<file path="src/rtl/counter_pkg.sv">
// counter_pkg: shared definitions for the up/down counter and its command
// sequencer.
//   OP_*     : 2-bit command opcodes carried on cmd_op
//   state_t  : sequencer FSM states
//   op_is_down: selects counter mode for a RUN command
package counter_pkg;

    localparam logic [1:0] OP_LOAD  = 2'b00;
    localparam logic [1:0] OP_UP    = 2'b01;
    localparam logic [1:0] OP_DOWN  = 2'b10;
    localparam logic [1:0] OP_PAUSE = 2'b11;

    typedef enum logic [1:0] {
        ST_IDLE  = 2'd0,
        ST_LOAD  = 2'd1,
        ST_RUN   = 2'd2,
        ST_PAUSE = 2'd3
    } state_t;

    function automatic logic op_is_down(input logic [1:0] op);
        return op == OP_DOWN;
    endfunction

endpackage

</file>
<file path="src/rtl/counter_cmd_fifo.sv">
// counter_cmd_fifo: synchronous command FIFO, DEPTH entries (power of two).
//   clk, reset      : clock, synchronous active-high reset
//   flush           : empties the FIFO next cycle; wins over push and pop
//   push, wdata     : write request (ignored when full)
//   pop, rdata      : read request (ignored when empty); rdata shows the head
//   full, empty     : occupancy flags
module counter_cmd_fifo #(
    parameter int DW    = 14,
    parameter int DEPTH = 4
) (
    input  logic          clk,
    input  logic          reset,
    input  logic          flush,
    input  logic          push,
    input  logic [DW-1:0] wdata,
    input  logic          pop,
    output logic [DW-1:0] rdata,
    output logic          full,
    output logic          empty
);
    localparam int AW = $clog2(DEPTH);

    logic [DEPTH-1:0][DW-1:0] mem;
    // One extra pointer bit separates full from empty when the indices match.
    logic [AW:0]              wptr;
    logic [AW:0]              rptr;

    assign empty = (wptr == rptr);
    assign full  = (wptr[AW] != rptr[AW]) && (wptr[AW-1:0] == rptr[AW-1:0]);
    assign rdata = mem[rptr[AW-1:0]];

    always_ff @(posedge clk) begin
        if (reset || flush) begin
            wptr <= '0;
            rptr <= '0;
        end else begin
            if (push && !full)
                wptr <= wptr + 1'b1;
            if (pop && !empty)
                rptr <= rptr + 1'b1;
        end
    end

    always_ff @(posedge clk) begin
        if (push && !full && !reset && !flush)
            mem[wptr[AW-1:0]] <= wdata;
    end

endmodule

</file>
<file path="src/rtl/counter_cmd_seq.sv">
// counter_cmd_seq: command sequencer driving the up/down counter.
//   clk, reset          : clock, synchronous active-high reset
//   cmd_valid/cmd_ready : command push handshake
//   cmd_op/arg/len      : opcode, preload value, active cycle count (0 => 1)
//   abort               : flush queue and end the current command
//   detect              : counter wrap detect feedback
//   enable, preload, preload_data, mode : registered counter controls
//   busy                : command in progress or queued
//   done                : pulse in the last active cycle of a command
//   wrap_cnt            : saturating detect count
// Build option: define CTRL_WRAP_CNT_EN to enable wrap_cnt; otherwise it is
// tied to 0 and detect is ignored.
module counter_cmd_seq
    import counter_pkg::*;
#(
    parameter int WIDTH = 4,
    parameter int LEN_W = 8,
    parameter int DEPTH = 4,
    parameter int CNT_W = 8
) (
    input  logic             clk,
    input  logic             reset,
    input  logic             cmd_valid,
    output logic             cmd_ready,
    input  logic [1:0]       cmd_op,
    input  logic [WIDTH-1:0] cmd_arg,
    input  logic [LEN_W-1:0] cmd_len,
    input  logic             abort,
    input  logic             detect,
    output logic             enable,
    output logic             preload,
    output logic [WIDTH-1:0] preload_data,
    output logic             mode,
    output logic             busy,
    output logic             done,
    output logic [CNT_W-1:0] wrap_cnt
);
    typedef struct packed {
        logic [1:0]       op;
        logic [WIDTH-1:0] arg;
        logic [LEN_W-1:0] len;
    } cmd_t;

    cmd_t wcmd;
    cmd_t head;
    logic full;
    logic empty;
    logic pop;

    state_t           state, state_n;
    logic [1:0]       op_q, op_n;
    logic [WIDTH-1:0] arg_q, arg_n;
    logic [LEN_W-1:0] rem, rem_n;

    logic             enable_n, preload_n, mode_n, done_n;
    logic [WIDTH-1:0] pdata_n;

    // Ready does not look ahead at a same-cycle pop.
    assign cmd_ready = !full && !reset && !abort;
    assign wcmd      = '{op: cmd_op, arg: cmd_arg, len: cmd_len};
    assign busy      = (state != ST_IDLE) || !empty;

    counter_cmd_fifo #(
        .DW    ($bits(cmd_t)),
        .DEPTH (DEPTH)
    ) u_fifo (
        .clk   (clk),
        .reset (reset),
        .flush (abort),
        .push  (cmd_valid && cmd_ready),
        .wdata (wcmd),
        .pop   (pop),
        .rdata (head),
        .full  (full),
        .empty (empty)
    );

    // Next state. Returning to IDLE after every command gives the one-cycle
    // gap before the next pop.
    always_comb begin
        state_n = state;
        op_n    = op_q;
        arg_n   = arg_q;
        rem_n   = rem;
        pop     = 1'b0;
        if (abort) begin
            state_n = ST_IDLE;
        end else begin
            case (state)
                ST_IDLE: begin
                    if (!empty) begin
                        pop   = 1'b1;
                        op_n  = head.op;
                        arg_n = head.arg;
                        rem_n = (head.len == '0) ? '0 : head.len - 1'b1;
                        case (head.op)
                            OP_LOAD:  state_n = ST_LOAD;
                            OP_PAUSE: state_n = ST_PAUSE;
                            default:  state_n = ST_RUN;
                        endcase
                    end
                end
                ST_LOAD: state_n = ST_IDLE;
                default: begin
                    if (rem == '0)
                        state_n = ST_IDLE;
                    else
                        rem_n = rem - 1'b1;
                end
            endcase
        end
    end

    // Outputs are registered, so they are derived from the next state.
    always_comb begin
        enable_n  = (state_n == ST_LOAD) || (state_n == ST_RUN);
        preload_n = (state_n == ST_LOAD);
        pdata_n   = preload_n ? arg_n : '0;
        mode_n    = (state_n == ST_RUN) && op_is_down(op_n);
        done_n    = (state_n == ST_LOAD) ||
                    (((state_n == ST_RUN) || (state_n == ST_PAUSE)) && (rem_n == '0));
    end

    always_ff @(posedge clk) begin
        if (reset) begin
            state        <= ST_IDLE;
            op_q         <= '0;
            arg_q        <= '0;
            rem          <= '0;
            enable       <= 1'b0;
            preload      <= 1'b0;
            preload_data <= '0;
            mode         <= 1'b0;
            done         <= 1'b0;
        end else begin
            state        <= state_n;
            op_q         <= op_n;
            arg_q        <= arg_n;
            rem          <= rem_n;
            enable       <= enable_n;
            preload      <= preload_n;
            preload_data <= pdata_n;
            mode         <= mode_n;
            done         <= done_n;
        end
    end

`ifdef CTRL_WRAP_CNT_EN
    always_ff @(posedge clk) begin
        if (reset || abort)
            wrap_cnt <= '0;
        else if (detect && (wrap_cnt != '1))
            wrap_cnt <= wrap_cnt + 1'b1;
    end
`else
    logic unused_detect;
    assign unused_detect = detect;
    assign wrap_cnt      = '0;
`endif

endmodule
</file>
<file path="config.mk">
export PLATFORM = sky130hd
export DESIGN_NAME = counter_cmd_seq
export DESIGN_NICKNAME = d
export VERILOG_FILES = /design/src/rtl/counter_pkg.sv /design/src/rtl/counter_cmd_fifo.sv /design/src/rtl/counter_cmd_seq.sv
export SDC_FILE = /design/constraint.sdc
export NUM_CORES = 1
export LEC_CHECK = 0
export ABC_AREA = 1
export BUFFER_PORTS_ARGS = -buffer_cell sky130_fd_sc_hd__buf_2
export CAP_MARGIN = 20
export CORE_AREA = 3 3 105 82
export DETAILED_ROUTE_END_ITERATION = 12
export DIE_AREA = 0 0 108 85
export GPL_TIMING_DRIVEN = 0
export PLACE_DENSITY = 0.8
export SLEW_MARGIN = 5
export SYNTH_ARGS = -nofsm -noshare
export SYNTH_HDL_FRONTEND = slang
export SYNTH_SLANG_ARGS = --single-unit
export TNS_END_PERCENT = 1
</file>
<file path="constraint.sdc">
create_clock -name clk -period 1.9 [get_ports clk]
set_input_delay 0.285 -clock clk [delete_from_list [all_inputs] [get_ports clk]]
set_output_delay 0.285 -clock clk [all_outputs]
set_load 0.02 [all_outputs]
</file>
# Word level (Yosys, flattened, before mapping)
# Cells that the tools add are included.
[totals]
ff_bits = 86
input_bits = 19
output_inout_bits = 18
word_cells = 83
[op_classes]
n_addsub = 4
order_cmp = 3
n_eq_ne = 9
mux = 24
bitwise_logic = 1
n_reduce_logical = 27
[ops]
columns = ["operator", "count"]
rows = [
  ["bitwise mux 56 bit", 1],
  ["2-to-1 mux 8 bit", 4],
  ["binary-select mux 14 bit (select 2 bit)", 1],
  ["demux 14 bit (select 2 bit)", 1],
  ["2-to-1 mux 14 bit", 2],
  ["zero test 8 bit", 3],
  ["one-hot mux 8 bit (2 select lines)", 1],
  ["subtractor 8 x 1 -> 8 bit, second input constant", 2],
  ["2-to-1 mux 2 bit", 6],
  ["2-to-1 mux 4 bit", 3],
  ["logical AND 1 bit", 11],
  ["== test 2 bit, second input constant", 4],
  ["one-hot mux 2 bit (2 select lines)", 2],
  ["adder 3 x 1 -> 3 bit, second input constant", 2],
  ["< comparator 2 x 3 -> 1 bit, second input constant", 2],
  ["logical OR 1 bit", 5],
  ["== test 2 x 1 -> 1 bit, second input constant", 2],
  ["zero test 1 bit", 4],
  ["zero test 2 bit", 2],
  ["== test 3 bit", 1],
  ["2-to-1 mux 1 bit", 3],
  ["== test 2 bit", 1],
  ["greater-or-equal comparator 2 x 1 -> 1 bit, second input constant", 1],
  ["nonzero test 2 bit", 1],
  ["other kinds (3)", 3],
]

# Logic depth before layout (Yosys ltp)
[logic_depth]
depth_word = 11
depth_mapped = 17
ltp_nobuf = 16

# By module
# A second synthesis with hierarchy kept.
[unflattened]
hier_cells = 464
area_unflattened_um2 = 4136.5
[modules_own_cells]
columns = ["module", "n_inst", "cells_per_inst", "area_per_inst_um2", "seq_area_each_um2"]
rows = [
  ["counter_cmd_fifo", 1, 204, 2494.9, 1801.7],
  ["counter_cmd_seq", 1, 260, 1641.6, 480.5],
]

# Worst setup path before layout
# No wires, ideal clock.
[synth_timing]
kind = "register -> register"
from = "register u_fifo.rptr[0]"
to = "register u_fifo.mem[42] (netlist bit), enable pin"
setup_time_ns = 0.387
arrival_ns = 1.803
required_time_ns = 1.513
path_slack_ns = -0.290
stages_incl_launch_ff = 8
n_path_buf = 1
period_less_slack_ns = 2.190
path_cell_list = "dfxtp_1 > buf_4 > xnor2_2 > nand2_1 > o21ai_0 > inv_1 > nand2_1 > nor2_1"
[synth_between]
elab_chain_len = 9
[synth_rtl]
columns = ["element", "line_no", "source"]
rows = [
  ["start, declared", "counter_cmd_fifo.sv:26", "logic [AW:0] rptr;"],
  ["start signal, assigned", "counter_cmd_fifo.sv:40", "rptr <= rptr + 1'b1;"],
  ["== test 2 bit", "counter_cmd_fifo.sv:29", "assign full = (wptr[AW] != rptr[AW]) && (wptr[AW-1:0] == rptr[AW-1:0]);"],
  ["logical AND 1 bit", "counter_cmd_fifo.sv:29", ""],
  ["zero test 1 bit", "counter_cmd_seq.sv:59", "assign cmd_ready = !full && !reset && !abort;"],
  ["logical AND 1 bit (2 in series)", "counter_cmd_seq.sv:59", ""],
  ["via cmd_ready", "counter_cmd_seq.sv:24", "output logic cmd_ready,"],
  ["logical AND 1 bit", "counter_cmd_seq.sv:70", ".push (cmd_valid && cmd_ready),"],
  ["logical AND 1 bit (3 in series)", "counter_cmd_fifo.sv:45", "if (push && !full && !reset && !flush)"],
  ["end signal, assigned by index", "counter_cmd_fifo.sv:46", "mem[wptr[AW-1:0]] <= wdata;"],
  ["end, declared", "counter_cmd_fifo.sv:23", "logic [DEPTH-1:0][DW-1:0] mem;"],
]
# The timed path passes the listed nets, and every way through them passes these cells.
# A chain may end at the register's enable or synchronous reset.

# Final worst setup path
[layout_timing]
from = "register u_fifo.rptr[0]"
to = "register done"
[layout_between]
elab_chain_len = 11
elab_cells_between_ends = 22
cone_classes = "add/sub (1); eq/ne (5); mux (10); reduce/logical (6)"
[layout_rtl]
columns = ["element", "line_no", "source"]
rows = [
  ["branches (longest 10 deep; another with subtractor 8 x 1 -> 8 bit)", "-", ""],
  ["logical OR 1 bit (*)", "counter_cmd_seq.sv:120", "done_n = (state_n == ST_LOAD) ||"],
  ["end signal, assigned", "counter_cmd_seq.sv:144", "done <= done_n;"],
  ["end, declared", "counter_cmd_seq.sv:35", "output logic done,"],
]
# Mark *: on every way between the ends. The select of a mux whose other input is x is not followed.

==> results.toml <==
[layout]
num_antenna_cells = 0
area_delta_synth_final_pct = 24.5
layout_commonest_cell = "nand2_1"
utilization_pct = 64.5
finalNetCount = 517
drive_above_1_share_pct = 30.1
mostFrequentLayoutCells = "nand2_1 (93), edfxtp_1 (56), inv_1 (32)"
stdcell_count = 596

[timing]
rsz0062_at_grt = "yes"
hold_viol_final = 0
max_slew_margin_pct = 54.3
min_period_over_period_pct = 103
worstMarginPinSlew_ns = 0.686
fin_crit_ns = 1.97
setup_viol = 6
drv_slew = 0
skew_ns = 0.00977
worst_slack_ns = -0.0653
finalSetupTns_ns = -0.224
timing.fmax_ghz = 0.509

[placement]
place_inst = 563
dp_hpwl_um = 5600
finalWeightedCongestion = 0.884
port_buffers = 27

[clocking]
clock_sinks = 86
cts_tree = "built"
cts_buffer_depth = 2
htreeDepth = 3
clockRootBuffer = "clkbuf_8"
clkTransAtPathRegs_ns = 0.09
clk_latency_ns = 0.36
numCtsBuffers = 9

[flow_run]
max_cap_violations = 0

[floorplan]
die-area_sq_mm = 0.00918
fp-row-count = 28
dieWidth_um = 108
core-area_sq_mm = 0.00774
ios = 37
die_h_um = 85
start_util_pct = 51.8

[synth]
ys_top_cells_by_area = "edfxtp_1 (42%), dfxtp_1 (15%), nand2_1 (10%), ha_1 (3.7%), nand3_1 (3.6%)"
yosys.area.top_type = "edfxtp_1"
synth_cell_types = 37
netlist_instances = 424
synth_edf_count = 56
synthFlopType = "edfxtp_1"
synth_seq_cells = 86
netlist_area_sq_mm = 0.00401
yosys_warnings = 0
avgSynthCellArea_sq_um = 9.46
async_flop_share_pct = 0
synth-seq-area-share_pct = 56.9
synth_top_area_share_pct = 41.9

[worst_setup_path]
required_ns = 2.21
reg2regPathDepth = 16
path_max_fanout = 5
critPathCaptureType = "flop"
critPathLaunchType = "flop"
critPathArrivalTime_ns = 2.27
setup.worst_path.class = "reg -> reg"

[drt]
wirelength_um = 9280
vias = 3112
first_pass_iters = 4
drtAntennaViolNets = 0
via_per_inst = 5.22
drc = 0
first_iter_violations = 185
wl_per_cell_um = 15.6

[global_routing]
overflow = 0
antenna_found_initial = 0
grt_usage_pct = 20.3
grt_pass1_wl_um = 14500
grt_max_degree = 17
first_global_vias = 3073

[power_and_ir_drop]
peakVddDrop_uv = 598
leakage_nw = 2.05
powerDensity_mw_per_mm2 = 804

[hold_path]
hold_path.class = "in -> reg"
hold_depth = 1

[outcome]
violations = "negative setup slack"
status = "finished, violations left"
## logic make-up after synthesis
logic type / count (synthesis) / synth area share (%)
xor+xnor: 9 / 2.15
simple gates: 204 / 22.5
compound gates: 51 / 7.45
buf+inv: 61 / 7.14
flops: 86 / 56.9
other cells: 1 / 0.0935
fa+ha+maj: 12 / 3.74
## layout make-up
cell class | instances | area, sq um
fillers | 582 | 2750
flip-flops and latches | 86 | 2290
clock inverters | 4 | 53.8
inverters | 41 | 166
plain buffers | 20 | 170
well taps | 105 | 131
repair buffers | 44 | 304
multi-input cells | 284 | 1720
clock buffers | 12 | 156
## through the flow
stage	cell area [sq um]	worst slack, ns	hold WS [ns]	total power, mW
6_report	5000	-0.0653	0.140	4.02
5_1_grt	5000	-0.194	0.131	4.17
4_1_cts	4790	-0.0647	0.131	3.94
3_5_place_dp	4320	-0.509	0.470	2.58
3_3_place_gp	4320	-0.467	0.455	2.56
2_1_floorplan	4060	-0.0951	0.354	2.46
## routing by layer
layer	track usage, %	up-vias	share of wire (%)
met5	0	-	0
met4	8.26	0	2.2
met3	4.49	21	6.0
met2	33.6	91	51
met1	25.8	1473	41
li1	-	1527	-
## cells in the mapped netlist (5+ instances only)
cell type and instances:
o21ai_0 22, nand2_1 108, nor2_1 36, nand3_1 29
nor3_1 5, inv_1 34, buf_4 12, a21oi_1 15
dfxtp_1 30, xor2_1 5, edfxtp_1 56, inv_2 5
ha_1 12
## state kept, by name, indices dropped and copies added, names as in the netlist
signal / cells
done: 1
preload: 1
op_q: 2
u_fifo.mem: 56
enable: 1
rem: 8
u_fifo.rptr: 3
mode: 1
state: 2
u_fifo.wptr: 3
preload_data: 4
arg_q: 4
## worst max-delay path, cell delays in order (launching register included)
cell	delay [ns]
dfxtp_4	0.41
inv_6	0.05
buf_6	0.13
nand2_1	0.07
nand3_2	0.09
nand2_4	0.12
ha_4	0.14
nand2_2	0.06
nor2_4	0.16
nand2_2	0.10
nand2_2	0.12
o21ai_2	0.07
nand2_1	0.13
nand3_2	0.09
nor2_2	0.08
nand2_1	0.06
nand2_1	0.05
## power by group
part	switching [mW]	internal, mW
clock network	0.657	0.695
registers	0.0271	2.03
logic	0.385	0.226
total	1.07	2.95
## worst paths after layout
check | start | endpoint | slack, ns
worst max-delay path | u_fifo.rptr[0] | done | -0.07
worst max register to register | u_fifo.rptr[0] | done | -0.07
worst min-delay path | cmd_arg[2] | u_fifo.mem[10] | 0.14
worst min register to register | u_fifo.wptr[2] | u_fifo.wptr[2] | 0.49
## repair_timing
item,4_1_cts,5_1_grt
resized for setup,36,42
endpoints found under the hold margin,0,0
hold buffers,0,0
gates cloned,1,0
pin swaps,10,22
setup buffers,12,4
setup endpoints to repair,74,74
Note: power is estimated with default switching activity, not from simulation.
